===== src/rtl/panel_pkg.sv =====
// Shared definitions for the panel front end: command encodings, timing
// defaults, the handshake state type and the press priority helpers.
package panel_pkg;

   localparam int CLK_HZ                  = 50000000;
   localparam int DEFAULT_DEBOUNCE_CYCLES = 1000000;
   localparam int DEFAULT_CNT_W           = 20;

   localparam logic [1:0] CMD_LEFT  = 2'd0;
   localparam logic [1:0] CMD_OFF   = 2'd1;
   localparam logic [1:0] CMD_ON    = 2'd2;
   localparam logic [1:0] CMD_RIGHT = 2'd3;

   typedef enum logic {
      HS_IDLE,
      HS_PENDING
   } hs_state_t;

   // Lowest-numbered pressed button wins; button index equals its command code.
   function automatic logic [1:0] prio_cmd(input logic [3:0] press);
      logic [1:0] result;
      result = CMD_RIGHT;
      if (press[2]) result = CMD_ON;
      if (press[1]) result = CMD_OFF;
      if (press[0]) result = CMD_LEFT;
      return result;
   endfunction

   // True when more than one press bit is set (clearing the lowest set bit leaves something).
   function automatic logic multi_press(input logic [3:0] press);
      return (press & (press - 4'd1)) != 4'd0;
   endfunction

endpackage


===== src/rtl/btn_debounce.sv =====
// One button channel: two-flop synchroniser, stability counter, debounced
// level and a single-cycle press pulse on each accepted release-to-press change.
module btn_debounce
   import panel_pkg::*;
#(
   parameter int DEBOUNCE_CYCLES = DEFAULT_DEBOUNCE_CYCLES,
   parameter int CNT_W           = DEFAULT_CNT_W
) (
   input  logic clk,
   input  logic rst_n,
   input  logic pin,
   output logic level,
   output logic press
);

   localparam logic [CNT_W-1:0] LAST = CNT_W'(DEBOUNCE_CYCLES - 1);

   logic             sync1;
   logic             sync2;
   logic             stable;
   logic [CNT_W-1:0] cnt;
   logic [1:0]       fill;
   logic             armed;

   // Bring the asynchronous pin into the clock domain; reset value is "released".
   always_ff @(posedge clk or negedge rst_n) begin
      if (!rst_n) begin
         sync1 <= 1'b1;
         sync2 <= 1'b1;
      end else begin
         sync1 <= pin;
         sync2 <= sync1;
      end
   end

   // A channel only reports presses once it has seen a real released sample,
   // so a button held down through reset never produces a press event.
   always_ff @(posedge clk or negedge rst_n) begin
      if (!rst_n) begin
         fill  <= 2'b00;
         armed <= 1'b0;
      end else begin
         fill <= {fill[0], 1'b1};
         if (fill[1] && sync2) begin
            armed <= 1'b1;
         end
      end
   end

   // Accept a level change only after DEBOUNCE_CYCLES consecutive differing samples.
   always_ff @(posedge clk or negedge rst_n) begin
      if (!rst_n) begin
         stable <= 1'b1;
         level  <= 1'b0;
         cnt    <= '0;
         press  <= 1'b0;
      end else begin
         press <= 1'b0;
         if (sync2 == stable) begin
            cnt <= '0;
         end else if (cnt == LAST) begin
            stable <= sync2;
            level  <= ~sync2;
            cnt    <= '0;
            press  <= ~sync2 & armed;
         end else begin
            cnt <= cnt + 1'b1;
         end
      end
   end

endmodule


===== src/rtl/btn_cmd_frontend.sv =====
// Panel button front end: four debounced channels, a lowest-index-wins
// priority encoder and a valid/ready command register with overrun reporting.
module btn_cmd_frontend
   import panel_pkg::*;
#(
   parameter int DEBOUNCE_CYCLES = DEFAULT_DEBOUNCE_CYCLES,
   parameter int CNT_W           = DEFAULT_CNT_W
) (
   input  logic       clk,
   input  logic       rst_n,
   input  logic [3:0] buttons,
   output logic       cmd_valid,
   input  logic       cmd_ready,
   output logic [1:0] cmd,
   output logic [3:0] btn_level,
   output logic       overrun
);

   logic [3:0] press;
   logic       any_press;
   logic       blocked;
   logic       load;
   hs_state_t  state;
   hs_state_t  state_next;

   for (genvar i = 0; i < 4; i++) begin : g_btn
      btn_debounce #(
         .DEBOUNCE_CYCLES(DEBOUNCE_CYCLES),
         .CNT_W          (CNT_W)
      ) u_deb (
         .clk  (clk),
         .rst_n(rst_n),
         .pin  (buttons[i]),
         .level(btn_level[i]),
         .press(press[i])
      );
   end

   assign any_press = |press;
   assign blocked   = cmd_valid && !cmd_ready;
   assign load      = any_press && !blocked;

   // Handshake state register.
   always_ff @(posedge clk or negedge rst_n) begin
      if (!rst_n) begin
         state <= HS_IDLE;
      end else begin
         state <= state_next;
      end
   end

   // A press fills the slot; an acceptance empties it unless a new press refills it.
   always_comb begin
      state_next = state;
      case (state)
         HS_IDLE: begin
            if (any_press) begin
               state_next = HS_PENDING;
            end
         end
         HS_PENDING: begin
            if (!load && cmd_ready) begin
               state_next = HS_IDLE;
            end
         end
         default: state_next = HS_IDLE;
      endcase
   end

   // The slot being full is exactly what the consumer sees as cmd_valid.
   always_comb begin
      cmd_valid = (state == HS_PENDING);
   end

   // Latch the winning command and flag any press that could not be delivered.
   always_ff @(posedge clk or negedge rst_n) begin
      if (!rst_n) begin
         cmd     <= CMD_LEFT;
         overrun <= 1'b0;
      end else begin
         if (load) begin
            cmd <= prio_cmd(press);
         end
         overrun <= any_press && (blocked || multi_press(press));
      end
   end

endmodule


===== config.mk =====
export PLATFORM = sky130hd
export DESIGN_NAME = btn_cmd_frontend
export DESIGN_NICKNAME = d
export VERILOG_FILES = /design/src/rtl/panel_pkg.sv /design/src/rtl/btn_debounce.sv /design/src/rtl/btn_cmd_frontend.sv
export SDC_FILE = /design/constraint.sdc
export NUM_CORES = 1
export LEC_CHECK = 0
export BUFFER_PORTS_ARGS = -buffer_cell sky130_fd_sc_hd__buf_2
export CAP_MARGIN = 20
export CORE_MARGIN = 4
export CORE_UTILIZATION = 30
export CTS_CLUSTER_SIZE = 10
export DETAILED_ROUTE_END_ITERATION = 8
export GPL_TIMING_DRIVEN = 0
export PLACE_DENSITY = 0.41
export SYNTH_ARGS = -nofsm -noshare
export SYNTH_HDL_FRONTEND = slang
export SYNTH_SLANG_ARGS = --single-unit

===== constraint.sdc =====
create_clock -name clk -period 2.3 [get_ports clk]
set_input_delay 0.345 -clock clk [delete_from_list [all_inputs] [get_ports clk]]
set_output_delay 0.345 -clock clk [all_outputs]
set_load 0.005 [all_outputs]

==> impl_metrics.ini, run 1 <==
[sta]
setup_viol = 0
worst_clock_skew_ns = 0.00469
timing.fmax_mhz = 462
slew_violations = 0
hold_viol = 0
fin_crit_ns = 2.16
final.setup.tns_ns = 0
post-route-period-util_pct = 94.0
rsz0062_at_grt = false

[route]
routedWlPerCell_um = 13.5
drt-initial-drc-count = 126
drcViolationCount = 0
via_count = 3716
viasPerCell = 4.88
drt-total-wl_mm = 10.3
antenna_left = 0
first_pass_iters = 4

[grt]
grt_first_pass_wirelength_mm = 18.2
grt_max_degree = 68
grt_pass1_vias = 3712
antenna_found_initial = 0
grt_use_total_pct = 11.3
gr-total-overflow = 0

[clock_tree]
cts_buffers = 9
cts_tree = done
cts_sinks = 110
path_clk_slew_ns = 0.07
clockBufferDepth = 2
clk_latency_ns = 0.35
cts-root-buf = clkbuf_16
htree_levels = 3

[synth]
ys_seq_area_share_pct = 53.4
syn_area_um2 = 5190
synth_edf_count = 0
synthDistinctLibCells = 46
syn_nets = 520
syn_avg_cell_area_um2 = 10.2
syn_inst = 509
synth_seq_cells = 110
synthFlopType = dfrtp_1
async_flop_share_pct = 100
synth_warnings = 0

[floorplanning]
fp.coreArea_um2 = 16800
io_pins = 15
rows = 47
die-area_um2 = 19500
die_x_um = 139
start_util_pct = 31.0
chipHeight_um = 139

[worst_setup_path]
crit_path_end_kind = flop
r2r_setup_slack_ns = 0.14
slowest_stage = or4_1
max_stage_delay_ns = 0.52
cp.arrival_ns = 2.45
cp-start-kind = flop
path_cells = ha_1, nand2_1, or4_1, buf_2, or4_4, a21oi_2
cp_top_family = simple AND/OR/NAND/NOR gates
crit_buf_inv = 1
reg2reg_depth = 6
r2r_end = g_btn[2].u_deb.cnt[18]
cp.depth = 6
r2r_start = g_btn[2].u_deb.cnt[0]
cp_data_required_time_ns = 2.59
worst-path-max-fanout = 8
critPathKind = reg -> reg

[finish]
final_net_count = 547
syn_to_final_growth_pct = 13.3
fill_cells = 1719
multiInputGateArea_um2 = 2260
diodes = 0
final_cells = 761
drive_gt1_share_pct = 12.9
seqCellArea_um2 = 2770

[pwr]
p_leak_nw = 2.42
intPower_mw = 2.85
p_clk_share_pct = 42.9
powerDensity_nw_per_um2 = 630
switching_power_mw = 0.851
comb_power_share_pct = 3.3
ir_drop_uv = 356
power.share.switching_pct = 23.0
pwr-share-seq_pct = 53.9

[placed_design]
hpwl_mm = 7.12
place_inst = 744
gp_routability_congestion = 0.748
io_buffers = 14

[status]
status = finished clean

[worst_hold_path]
holdCritPathClass = in -> reg
worstHoldStart = buttons[0]
hold_depth = 1
whs_endpoint = g_btn[0].u_deb.sync1

[flow_run]
cap_violations = 0
-- what timing repair did --
item	CTS	global route
buffers inserted	0	0
resized for setup	0	4
setup endpoints to repair	0	17
hold buffers	1	0
hold endpoints to repair	40	0
-- worst max path at each step --
stage                          startpoint                endpoint  slack, ns
finish              g_btn[2].u_deb.cnt[0]  g_btn[2].u_deb.cnt[18]       0.14
global route        g_btn[2].u_deb.cnt[6]  g_btn[2].u_deb.cnt[12]       0.03
CTS                 g_btn[2].u_deb.cnt[0]  g_btn[2].u_deb.cnt[18]       0.11
detailed placement  g_btn[2].u_deb.cnt[0]  g_btn[2].u_deb.cnt[18]       0.12
global placement                    rst_n  g_btn[1].u_deb.cnt[12]      -0.53
floorplan           g_btn[3].u_deb.cnt[6]    g_btn[3].u_deb.level       0.31
-- layer usage --
layer,GRT usage [%],wire length (µm),vias to the layer above,share of wire [%]
met5,0,0,-,0
met4,2.78,99,0,0.96
met3,3.60,314,6,3.1
met2,18.0,4800,30,47
met1,15.2,5070,1805,49
li1,-,-,1875,-
-- area by class of cell --
cell class / instances / area share, %
Inverter: 16 / 1.02
Sequential cell: 110 / 47.1
Buffer: 19 / 1.77
Timing Repair Buffer: 16 / 1.94
Multi-Input combinational cell: 364 / 38.4
Clock buffer: 9 / 3.83
Tap cell: 220 / 4.68
Clock inverter: 7 / 1.26
-- Yosys cell counts (5+ instances only) --
cell	instances	area share, %
dfstp_2	12	6.1
o21ai_0	18	1.7
nand2_1	27	2.0
buf_4	6	0.87
dfrtp_1	98	47
and4_1	9	1.5
nor3_1	12	1.2
clkbuf_1	7	0.51
or4_1	17	2.5
nand4_1	11	1.3
xor2_1	25	4.2
o31ai_1	11	1.6
xnor2_1	24	4.1
nand3_1	37	3.6
nor4_1	13	1.6
buf_2	5	0.48
a21oi_1	27	2.6
or3_1	18	2.2
o22a_1	5	0.84
inv_1	16	1.2
and3_1	8	0.96
nor2_1	60	4.3
-- cells in the final DEF (no fill, tap or decap), drive strengths merged, types with 2 or more instances in the layout --
cell     n
nand2   27
buf     26
and4     9
o21ai   20
inv     17
nand4b   2
o22a     5
clkbuf  17
dfstp   12
xnor2   24
o31ai   11
clkinv   4
dfrtp   98
a21o     4
nand3   38
xor2    25
nand2b   3
nor2    60
a21oi   28
ha       4
and2     2
or4     20
and3     8
nor3    12
nor4    13
mux2     4
o31a     2
o41a     2
or3     18
nand4   13
-- state kept, by name (all words and copies together) (netlist names) --
| register | cells |
|---|---|
| g_btn.u_deb.sync2 | 4 |
| g_btn.u_deb.fill | 2 |
| cmd_valid | 1 |
| g_btn.u_deb.level | 4 |
| overrun | 1 |
| g_btn.u_deb.armed | 4 |
| g_btn.u_deb.stable | 4 |
| cmd | 2 |
| g_btn.u_deb.press | 4 |
| g_btn.u_deb.cnt | 80 |
| g_btn.u_deb.sync1 | 4 |
-- power groups by stage --
stage	clock network [mW]	registers, mW	logic (mW)
finish	1.59	1.99	0.121
detailed placement	0	2.03	0.126
global placement	0	2.03	0.119
CTS	1.67	1.99	0.128
floorplan	0	2.02	0.0554
global route	1.74	2.00	0.145
-- cells by family (layout without fill, tap and decap cells) --
kind of cell	Yosys count	in the layout	share of synthesized area, %
AND/OR/NAND/NOR	229	229	24.0
flip-flops	110	110	53.4
AO/OA/AOI/OAI	76	76	9.21
XOR/XNOR	49	49	8.27
buffers and inverters	35	67	3.11
adder cells (fa/ha/maj)	5	5	1.16
multiplexers	4	4	0.868
other	1	1	0.0723
-- through the flow --
stage | util [%] | hold slack, ns | total power [mW] | worst slack [ns] | area (µm²)
final | 35.1 | 0.0883 | 3.70 | 0.138 | 5880
after global routing | 35.1 | 0.0628 | 3.88 | 0.0266 | 5880
after CTS | 35.1 | 0.0664 | 3.79 | 0.114 | 5880
after detailed placement | 33.2 | 0.307 | 2.16 | 0.119 | 5570
after global placement | 33.0 | 0.333 | 2.15 | -0.532 | 5530
after floorplan | - | 0.0494 | 2.08 | 0.311 | 5190
Power figures use the tool's default switching activity.
==> inputs of run 2 (changes only) <==
ABC_AREA = 1   (was unset)
CORE_MARGIN = unset   (was 4)
==> run 2 against run 1 <==
Total power grew 6.1%. Maximum frequency grew 34%. Sequential power is essentially flat. Largest cell class unchanged. Final area grew 9.7%.
==> impl_metrics.ini, run 2 <==
[status]
status = finished clean

[synth]
synth.most_common_cell = nor2_1
netlist.area_leader.share_pct = 43.0
syn_inst = 722
synth_warnings = 0
synth_common_cells = nor2_1, nand2_1, dfrtp_1
ys_seq_area_share_pct = 48.6
synthFlopType = dfrtp_1
syn_nets = 733
synth_seq_cells = 110
synthDistinctLibCells = 34
synth_top_area_cell = dfrtp_1
async_flop_share_pct = 100
synthTopCellsByArea = dfrtp_1, nor2_1, nand2_1
syn_area_um2 = 5700
syn_avg_cell_area_um2 = 7.89
synth_edf_count = 0

[clock_tree]
cts.repair.resized = 0
cts_tree = done
htree_levels = 3
cts_buffers = 9
path_clk_slew_ns = 0.07
cts-root-buf = clkbuf_16
cts_setup_buffers = 0
cts_sinks = 110
clk_latency_ns = 0.35
cts-hold-fix-buffers = 1
clockBufferDepth = 2

[finish]
largest_reg_flops = 80
diodes = 0
regMostFlops = g_btn.u_deb.cnt
final_net_count = 760
drive_gt1_share_pct = 10.6
post-route-util_pct = 34.6
most-common-layout-cells = nor2_1, nand2_1, dfrtp_1
syn_to_final_growth_pct = 13.1
final_cells = 988
layout_commonest_cell = nor2_1

[pwr]
comb_power_share_pct = 3.4
switching_power_mw = 0.827
power.share.switching_pct = 21.1
p_clk_share_pct = 46.0
p_total_mw = 3.93
p_leak_nw = 2.79
pwr-share-seq_pct = 50.6
ir_drop_uv = 347
powerDensity_nw_per_um2 = 609
intPower_mw = 3.10

[route]
antenna_left = 0
drcViolationCount = 0
top_layer_used = met4
met3WireLength_um = 416
first_pass_iters = 5
met1_length_mm = 5.85
wl_met2_mm = 5.43
drt-initial-drc-count = 246
via_count = 4442
routedWlPerCell_um = 12.0
viasPerCell = 4.50
drt-total-wl_mm = 11.8

[floorplanning]
chipHeight_um = 140
die-area_um2 = 19600
die_x_um = 140
rows = 50
io_pins = 15
fp.coreArea_um2 = 18600
start_util_pct = 30.6

[worst_setup_path]
r2r_setup_slack_ns = 0.69
cp-start-kind = flop
crit_start = g_btn[1].u_deb.cnt[0]
worst-path-max-fanout = 8
crit_path_end_kind = flop
cp.arrival_ns = 1.85
cp_data_required_time_ns = 2.54
r2r_start = g_btn[1].u_deb.cnt[0]
critPathKind = reg -> reg

[grt]
grt_first_pass_wirelength_mm = 21.1
grt_max_degree = 79
grt_use_total_pct = 13.5
antenna_found_initial = 0
gr-total-overflow = 0
grt_pass1_vias = 4398

[sta]
hold_viol = 0
slew_violations = 0
setup_viol = 0
rsz0062_at_grt = false
timing.fmax_mhz = 619
post-route-period-util_pct = 70.2
whs_ns = 0.0814
fin_crit_ns = 1.61
worst_clock_skew_ns = 0.00770

[placed_design]
place_inst = 971
gp_routability_congestion = 0.852
io_buffers = 14
hpwl_mm = 8.73

[flow_run]
cap_violations = 0

[worst_hold_path]
worstHoldStart = buttons[1]
holdCritPathClass = in -> reg
==> run 2: area by class of cell <==
| type | count | area (µm²) |
|---|---|---|
| sequential | 110 | 2770 |
| inverter | 80 | 300 |
| clock inverter | 4 | 95.1 |
| buffer | 6 | 38.8 |
| tap | 234 | 293 |
| multi-input combinational | 526 | 2590 |
| fill | 1965 | 12200 |
| clock buffer | 12 | 246 |
| timing repair buffer | 16 | 114 |
==> run 2: worst paths after layout <==
kind                                               end  cells past startpoint
worst max-delay path            g_btn[1].u_deb.cnt[18]                      8
worst min-delay path              g_btn[1].u_deb.sync1                      1
worst max register to register  g_btn[1].u_deb.cnt[18]                      8
worst min register to register  g_btn[0].u_deb.fill[1]                      0
max in group asynchronous         g_btn[0].u_deb.sync1                      3
min in group asynchronous       g_btn[3].u_deb.cnt[13]                      2
==> run 2: per-layer routing <==
layer	vias to the layer above	track usage, %
li1	2309	-
met1	2073	17.8
met2	50	21.8
met3	10	3.06
met4	0	4.11
met5	-	0
==> run 2: cells by family after synthesis <==
group / share of synthesized area, %
xor gates and xnor gates: 6.92
DFF: 48.6
and+or+nand+nor: 34.9
other: 0.0658
adders and majority gates: 0.878
buffers and inverters: 5.95
AOI/OAI and AO/OA: 2.77
==> run 2: stage by stage <==
| step | cell area [µm²] | setup slack, ns | TNS (ns) |
|---|---|---|---|
| 6_report | 6450 | 0.686 | 0 |
| 4_1_cts | 6450 | 0.641 | 0 |
| 2_1_floorplan | 5700 | 0.986 | 0 |
| 3_3_place_gp | 6060 | -0.579 | -55.36 |
| 5_1_grt | 6450 | 0.528 | 0 |
| 3_5_place_dp | 6100 | 0.649 | 0 |
==> run 2: worst max-delay path: stages, from the launching register on <==
cell and delay (ns):
dfrtp_1 0.38, ha_1 0.19, nand3_1 0.14, inv_1 0.12, nand2_1 0.06, nor2_1 0.19
nand2_2 0.15, nand2_2 0.20, nor2_1 0.08
==> run 2: power by group through the flow <==
stage / Combinational (mW) / Clock (mW) / Sequential, mW
after floorplan: 0.0651 / 0 / 2.02
after global placement: 0.130 / 0 / 2.02
after detailed placement: 0.137 / 0 / 2.02
after CTS: 0.139 / 1.89 / 1.99
after global routing: 0.156 / 1.96 / 1.99
final: 0.132 / 1.81 / 1.99
==> inputs of run 3 (changes only) <==
clock period = 1.6 ns   (was 2.3 ns; I/O delays follow)
==> run 3 against run 2 <==
Combinational power increased by 54%. Sequential power up 44%. Critical path depth is 2 lower. Maximum frequency rose by 6.3%. Global-route usage about the same. Critical path type unchanged. Critical endpoint is now g_btn[3].u_deb.cnt[14].
==> impl_metrics.ini, run 3 (synthesis gave the netlist of run 2 again) <==
[worst_setup_path]
critPathKind = reg -> reg
crit_buf_inv = 0
slowest_stage = dfrtp_1
path_cells = ha_2, nand3_4, nor3_4, nand2_1, nor3_2, nor2_1
max_stage_delay_ns = 0.38
worst-path-max-fanout = 5
cp-start-kind = flop
cp.arrival_ns = 1.75
crit_path_end_kind = flop
cp_data_required_time_ns = 1.84
cp_top_family = simple AND/OR/NAND/NOR gates

[route]
first_pass_iters = 4
via_count = 4489
routedWlPerCell_um = 12.1
drt-total-wl_mm = 12.0
drt-initial-drc-count = 267
viasPerCell = 4.50
drcViolationCount = 0
antenna_left = 0

[grt]
gr-total-overflow = 0
grt_first_pass_wirelength_mm = 21.2
antenna_found_initial = 0
grt_max_degree = 79
grt_pass1_vias = 4420
grt_use_total_pct = 13.5

[clock_tree]
cts_buffers = 9
htree_levels = 3
path_clk_slew_ns = 0.07
clk_latency_ns = 0.35
clockBufferDepth = 2
cts-root-buf = clkbuf_16
cts_sinks = 110
cts_tree = done

[pwr]
ir_drop_uv = 497
pwr-share-seq_pct = 50.5
comb_power_share_pct = 3.6
switching_power_mw = 1.19
p_leak_nw = 2.86
p_clk_share_pct = 45.9
power.share.switching_pct = 21.1
intPower_mw = 4.46
powerDensity_nw_per_um2 = 856

[flow_run]
cap_violations = 0

[placed_design]
place_area_um2 = 6100
gp_routability_congestion = 0.852
io_buffers = 14
place_inst = 971
hpwl_mm = 8.73

[finish]
final_area_um2 = 6610
regMostFlops = g_btn.u_deb.cnt
final_net_count = 769
final_cells = 997
syn_to_final_growth_pct = 16.0
drive_gt1_share_pct = 12.8
most-common-layout-cells = nor2_1, nand2_1, dfrtp_1
layout_commonest_cell = nor2_1
largest_reg_flops = 80
diodes = 0

[sta]
setup_viol = 0
worst_clock_skew_ns = 0.00702
post-route-period-util_pct = 94.9
timing.fmax_mhz = 659
rsz0062_at_grt = true
slew_violations = 0
final.setup.tns_ns = 0
hold_viol = 0
fin_crit_ns = 1.52

[floorplanning]
start_util_pct = 30.6
fp.coreArea_um2 = 18600
rows = 50
chipHeight_um = 140
die_x_um = 140
io_pins = 15
die-area_um2 = 19600

[status]
status = finished clean

[worst_hold_path]
holdCritPathClass = in -> reg
-- run 3: changes by cell type in the layout (fill, tap and decap cells not counted), moves of 3 or more --
cell and change:
buf_4 +5, dlygate4sd3_1 +4, nand2_2 -3, nand2_4 +4, nand3_1 -3, nand3_4 +3
nor2_1 -5, nor2_2 +4
-- run 3: path summary, 6_finish.rpt --
kind                            slack (ns)                   start                      to  cells past startpoint
min in group asynchronous             0.33                   rst_n  g_btn[3].u_deb.cnt[13]                      2
max in group asynchronous             0.54                   rst_n    g_btn[0].u_deb.sync1                      3
worst min register to register        0.35  g_btn[3].u_deb.fill[0]  g_btn[0].u_deb.fill[1]                      0
worst max register to register        0.08   g_btn[3].u_deb.cnt[0]  g_btn[3].u_deb.cnt[14]                      6
worst max-delay path                  0.08   g_btn[3].u_deb.cnt[0]  g_btn[3].u_deb.cnt[14]                      6
worst min-delay path                  0.08               cmd_ready               cmd_valid                      2
-- run 3: repair_timing --
item | in CTS | in global routing
pin swaps | 0 | 3
gates resized for setup | 3 | 18
endpoints found under the setup margin | 19 | 43
hold buffers | 5 | 0
setup buffers | 0 | 5
hold endpoints to repair | 32 | 0
-- run 3: per-layer routing --
layer / wire length, µm / vias up / GRT usage [%]
li1: - / 2325 / -
met1: 5960 / 2096 / 17.8
met2: 5530 / 55 / 22.0
met3: 376 / 13 / 3.06
met4: 158 / 0 / 4.11
met5: 0 / - / 0
-- run 3: layout make-up --
type	count	area (µm²)
Clock inverter	4	95.1
Buffer	6	40.0
Sequential cell	110	2770
Inverter	80	300
Multi-Input combinational cell	526	2680
Tap cell	234	293
Fill cell	1965	12000
Timing Repair Buffer	25	191
Clock buffer	12	246
-- run 3: power groups by stage --
stage	logic, mW	clock network, mW	registers, mW
after floorplan	0.0935	0	2.90
after global placement	0.188	0	2.91
after detailed placement	0.197	0	2.91
after CTS	0.209	2.72	2.86
after global routing	0.238	2.81	2.86
final	0.203	2.60	2.86
-- run 3: through the flow --
stage | hold slack, ns | setup slack [ns] | util (%) | total power [mW]
2_1_floorplan | -0.0556 | 0.286 | - | 3.00
3_3_place_gp | 0.332 | -1.17 | 32.5 | 3.10
3_5_place_dp | 0.153 | -0.0514 | 32.7 | 3.11
4_1_cts | 0.0595 | 0.00795 | 34.8 | 5.78
5_1_grt | 0.0672 | -0.00959 | 35.5 | 5.91
6_report | 0.0799 | 0.0815 | 35.5 | 5.66
